### src/rtl/booth_r2_datapath.sv
// booth_r2_datapath: radix-2 Booth multiplier datapath.
// Driven by the multiplier_ns controller through state/cnt. The operands are
// latched in INIT, and each EXEC cycle performs one add/subtract followed by
// an arithmetic shift. The signed 2*WIDTH-bit product is presented on result.
//
// op_done is a registered, level-style "product valid" flag. It rises on the
// edge that samples state==DONE. It stays high while op_start stays high and
// no op_clear arrives. It drops on the next INIT latch, op_clear, op_start
// low, or reset. There is no ready back-pressure: the controller consumes
// op_done as a plain status level.
//
// Optional feature, enabled by defining MUL_STEP_CHECK_EN:
//   adds a sticky step_err output that flags when the datapath step counter
//   and the controller cnt disagree.
module booth_r2_datapath #(
  parameter int WIDTH = 64,
  parameter int CNT_W = 7
) (
  input  logic                 clk,
  input  logic                 reset_n,
  input  logic                 op_start,
  input  logic                 op_clear,
  input  logic [1:0]           state,
  input  logic [CNT_W-1:0]     cnt,
  input  logic [WIDTH-1:0]     multiplicand,
  input  logic [WIDTH-1:0]     multiplier,
  output logic [2*WIDTH-1:0]   result,
  output logic                 op_done
`ifdef MUL_STEP_CHECK_EN
  ,
  output logic                 step_err
`endif
);

  typedef enum logic [1:0] {
    ST_INIT = 2'b00,
    ST_EXEC = 2'b01,
    ST_DONE = 2'b10,
    ST_ILL  = 2'b11
  } state_e;

  state_e st;
  assign st = state_e'(state);

  localparam logic [CNT_W-1:0] STEP_LAST = CNT_W'(WIDTH);

  // The accumulator and M carry one extra sign bit so that A - M cannot
  // overflow when M is the most negative operand.
  logic [WIDTH:0]       a_q, a_d;
  logic [WIDTH-1:0]     q_q, q_d;
  logic                 qm1_q, qm1_d;
  logic [WIDTH:0]       m_q, m_d;
  logic [CNT_W-1:0]     step_q, step_d;
  logic                 op_done_q, op_done_d;

  // Booth add/subtract term for the current step, before the shift.
  logic [WIDTH:0]       a_sum;

  // Select A+M, A-M or A from the {Q[0], q_m1} pair.
  always_comb begin
    a_sum = a_q;
    case ({q_q[0], qm1_q})
      2'b01:   a_sum = a_q + m_q;
      2'b10:   a_sum = a_q + ~m_q + (WIDTH+1)'(1);
      default: a_sum = a_q;
    endcase
  end

  // Next-state decode: op_clear, then op_start low, then the controller state.
  always_comb begin
    a_d       = a_q;
    q_d       = q_q;
    qm1_d     = qm1_q;
    m_d       = m_q;
    step_d    = step_q;
    op_done_d = op_done_q;
    if (op_clear) begin
      a_d       = '0;
      q_d       = '0;
      qm1_d     = 1'b0;
      step_d    = '0;
      op_done_d = 1'b0;
    end else if (!op_start) begin
      step_d    = '0;
      op_done_d = 1'b0;
    end else begin
      case (st)
        ST_INIT: begin
          m_d       = {multiplicand[WIDTH-1], multiplicand};
          q_d       = multiplier;
          a_d       = '0;
          qm1_d     = 1'b0;
          step_d    = '0;
          op_done_d = 1'b0;
        end
        ST_EXEC: begin
          // Once step reaches WIDTH, extra EXEC cycles are absorbed.
          if (step_q < STEP_LAST) begin
            a_d    = {a_sum[WIDTH], a_sum[WIDTH:1]};
            q_d    = {a_sum[0], q_q[WIDTH-1:1]};
            qm1_d  = q_q[0];
            step_d = step_q + CNT_W'(1);
          end
        end
        ST_DONE: begin
          op_done_d = 1'b1;
        end
        default: begin
          // Illegal encoding: hold everything.
        end
      endcase
    end
  end

  // Datapath registers with asynchronous active-low reset.
  always_ff @(posedge clk or negedge reset_n) begin
    if (!reset_n) begin
      a_q       <= '0;
      q_q       <= '0;
      qm1_q     <= 1'b0;
      m_q       <= '0;
      step_q    <= '0;
      op_done_q <= 1'b0;
    end else begin
      a_q       <= a_d;
      q_q       <= q_d;
      qm1_q     <= qm1_d;
      m_q       <= m_d;
      step_q    <= step_d;
      op_done_q <= op_done_d;
    end
  end

  assign result  = {a_q[WIDTH-1:0], q_q};
  assign op_done = op_done_q;

`ifdef MUL_STEP_CHECK_EN
  logic             step_err_q, step_err_d;
  logic [CNT_W-1:0] exp_step;

  // In a well-sequenced run, cnt counts down while step counts up.
  assign exp_step = CNT_W'(WIDTH - 1) - cnt;

  // Sticky sequencing error; cleared by op_clear or by a new INIT latch.
  always_comb begin
    step_err_d = step_err_q;
    if (op_clear) begin
      step_err_d = 1'b0;
    end else if (op_start) begin
      case (st)
        ST_INIT: step_err_d = 1'b0;
        ST_EXEC: begin
          if (step_q == STEP_LAST || step_q != exp_step) begin
            step_err_d = 1'b1;
          end
        end
        ST_DONE: begin
          if (step_q != STEP_LAST) begin
            step_err_d = 1'b1;
          end
        end
        default: begin
        end
      endcase
    end
  end

  // Error flag register.
  always_ff @(posedge clk or negedge reset_n) begin
    if (!reset_n) begin
      step_err_q <= 1'b0;
    end else begin
      step_err_q <= step_err_d;
    end
  end

  assign step_err = step_err_q;
`else
  // cnt only feeds the optional sequencing check.
  logic unused_cnt;
  assign unused_cnt = ^cnt;
`endif

endmodule

### config.mk
export PLATFORM = sky130hd
export DESIGN_NAME = booth_r2_datapath
export DESIGN_NICKNAME = d
export VERILOG_FILES = /design/src/rtl/booth_r2_datapath.sv
export SDC_FILE = /design/constraint.sdc
export NUM_CORES = 1
export LEC_CHECK = 0
export CORE_UTILIZATION = 50
export DETAILED_ROUTE_END_ITERATION = 10
export PLACE_DENSITY = 0.75
export REMOVE_ABC_BUFFERS = 1
export SKIP_CTS_REPAIR_TIMING = 1
export SKIP_LAST_GASP = 1
export SLEW_MARGIN = 20
export SYNTH_ARGS = -nofsm -noshare
export SYNTH_HDL_FRONTEND = slang
export SYNTH_SLANG_ARGS = --single-unit
### constraint.sdc
create_clock -name clk -period 4.1 [get_ports clk]
set_clock_uncertainty 0.2 [all_clocks]
set_input_delay 0.41 -clock clk [delete_from_list [all_inputs] [get_ports clk]]
set_output_delay 0.41 -clock clk [all_outputs]
set_load 0.03 [all_outputs]
==> results.cfg <==
[routing]
via_count = 17801
ant_nets = 0
post-route-drc-count = 0
drt_wl_total_um = 61200
vias_per_cell = 6.30
wl_per_cell_um = 21.7
drt-initial-drc-count = 1828
dr.pass1.iters = 6

[critical_path]
worst-path-buf-inv = 0
r2r_end = a_q[57]$_DFFE_PN0P_
crit_path_end_kind = flip-flop
cp_num_cells = 11
cpPeakStageDelay_ps = 510
critPathTopFamily = compound AO/OA/AOI/OAI gates
crit_fanout = 8
crit_path_start = a_q[15]$_DFFE_PN0P_
path_class = reg2reg
path_cells = ha_1, a21o_1, a211oi_1, nor2_1, or4_1, o211ai_2, o31a_1, nor2_1, mux2i_1, o21ai_0, o31ai_1
r2r_start = a_q[15]$_DFFE_PN0P_
required_ps = 4370
rrSetupSlack_ps = 190
arrival_ps = 4180
crit_path_frequent_cell = nor2_1
timing.reg2reg.worst_path_depth = 11
cp_slowest_cell = o211ai_2
critPathLaunchType = flip-flop
cp-endpoint = a_q[57]$_DFFE_PN0P_

[sta]
setup_ws_ps = 190
maxSlewViolCount = 0
timing.hold.ws_ps = 195
fmax_mhz = 256
finalWorstPathRequiredPeriod_ps = 3910
slew-limit-headroom_pct = 26.3
setup_violations = 0
tightest_slew_ps = 1110
period_share_pct = 95.4
rsz0062_at_grt = yes
hold_violations = 0

[synthesis]
synth_xor_area_share_pct = 1.44
synth-edff-count = 0
synthArstFlopShare_pct = 100
synth-compound-area-share_pct = 32.6
ys_top_cells_by_area = dfrtp_1 30%, ha_1 9.6%, o21ai_0 7.1%
yosysTopAreaCellShare_pct = 29.6
ys_types = 103
synthCells = 2131
avgSynthCellArea_um2 = 7.98
synth.ff_latch_count = 201
synthAdderAreaFrac_pct = 9.87
synth_top_family_by_area = compound AO/OA/AOI/OAI gates
synth_warnings = 0
netlist_area_um2 = 17000
yosysSeqAreaShare_pct = 29.6
synthTopCellsByCount = 255 x nand2_1, 242 x o21ai_0, 201 x dfrtp_1
synthMostInstantiatedCell = nand2_1
synth_mux_area_share_pct = 3.89
synthFlopType = dfrtp_1
synth_top_area_cell = dfrtp_1
synth-simple-area-share_pct = 16.1

[global_routing]
antenna_found_initial = 0
grt_max_degree = 128
grt_pass1_wl_um = 97100
grt_pass1_vias = 17419
grt_use_total_pct = 34.6
grt_overflow = 0

[clocking]
cts_tree = done
clock-sinks = 201
cts_inserted_buffers = 25
insertion_delay_ps = 570
ctsLongestPathBuffers = 3
htreeDepth = 1
clk_pin_slew_ps = 60
cts_root_buf = clkbuf_16

[die]
die_h_um = 186
core_area_um2 = 33500
pin_count = 270
die_x_um = 186
fp.dieArea_um2 = 34800
rows = 67
start_util_pct = 50.7

[placed_design]
pre_cts_ws_ps = 256
finalWeightedCongestion = 0.995
dp_hpwl_um = 45500
portBuffers = 262

[final_layout]
nNetsFinal = 2633
layout-drive-gt1-share_pct = 7.95
antenna_cells = 0
synthToLayoutAreaGrowth_pct = 24.3

[power_and_ir_drop]
p_per_area_nw_per_um2 = 326
ir_drop_mv = 0.291
power_leakage_nw = 9.00

[job]
maxCapViolCount = 0

[status]
outcome = completed

[hold_path]
hp-class = in2reg
==> worst min-delay path by stage <==
stage                                   start                   to  slack [ps]  depth (start not counted)
after floorplan                       reset_n   a_q[0]$_DFFE_PN0P_         -90                          0
after global placement    q_q[26]$_DFFE_PN0P_  q_q[26]$_DFFE_PN0P_         290                          2
after detailed placement   q_q[1]$_DFFE_PN0P_   q_q[1]$_DFFE_PN0P_         300                          2
after CTS                             reset_n  m_q[50]$_DFFE_PN0P_        -270                          1
after global routing         multiplicand[46]  m_q[46]$_DFFE_PN0P_         210                          3
final                        multiplicand[35]  m_q[35]$_DFFE_PN0P_         200                          3
==> area by class of cell <==
type,count,area (um^2)
Fill cell,3023,12400
Multi-Input combinational cell,1649,10900
Sequential cell,201,5030
Timing Repair Buffer,335,3230
Clock buffer,35,753
Tap cell,448,561
Inverter,147,553
Clock inverter,11,76.3
==> registers in the layout, summed over array words and instances (netlist names) <==
register	flops
m_q	64
a_q	64
q_q	64
op_done	1
step_q	7
qm1_q	1
==> logic make-up after synthesis <==
group | count (synthesis)
xor+xnor | 28
flops | 201
buf+inv | 281
mux | 66
fa+ha+maj | 133
simple gates | 596
compound gates | 826
==> report_power, final <==
part	switching (mW)	internal [mW]
clock network	0.935	1.28
logic	1.54	0.848
registers	0.122	2.16
==> stage by stage <==
| stage | utilization (%) | power [mW] | std cells | cell area [um^2] | setup TNS, ps |
|---|---|---|---|---|---|
| 6_report | 63.0 | 6.89 | 2826 | 21100 | 0 |
| 5_1_grt | 63.0 | 7.23 | 2826 | 21100 | -13.1 |
| 4_1_cts | 62.9 | 6.87 | 2825 | 21100 | 0 |
| 3_5_place_dp | 60.4 | 4.62 | 2779 | 20300 | 0 |
| 3_3_place_gp | 60.4 | 4.59 | 2779 | 20300 | 0 |
| 2_1_floorplan | - | 3.80 | 1997 | 16400 | -456260 |
==> cell usage in the layout (no fill, tap or decap), types with 65 or more instances in the layout <==
master,count
clkdlybuf4s50_1,261
nand2_1,255
o21ai_0,242
dfrtp_1,201
a21oi_1,177
inv_1,142
nor2_1,140
ha_1,127
buf_4,68
mux2i_1,65
==> per-layer routing <==
layer  track usage (%)  routed length [um]
met2              53.5               27100
met4              11.2                1790
met3              5.60                5350
met1              49.1               27000
met5                 0                   0
==> tightest hold or removal path: stages <==
cell,delay (ps)
clkdlybuf4s50_1,390
nand2_1,50
o21ai_0,60
(Power assumes the default switching activity.)
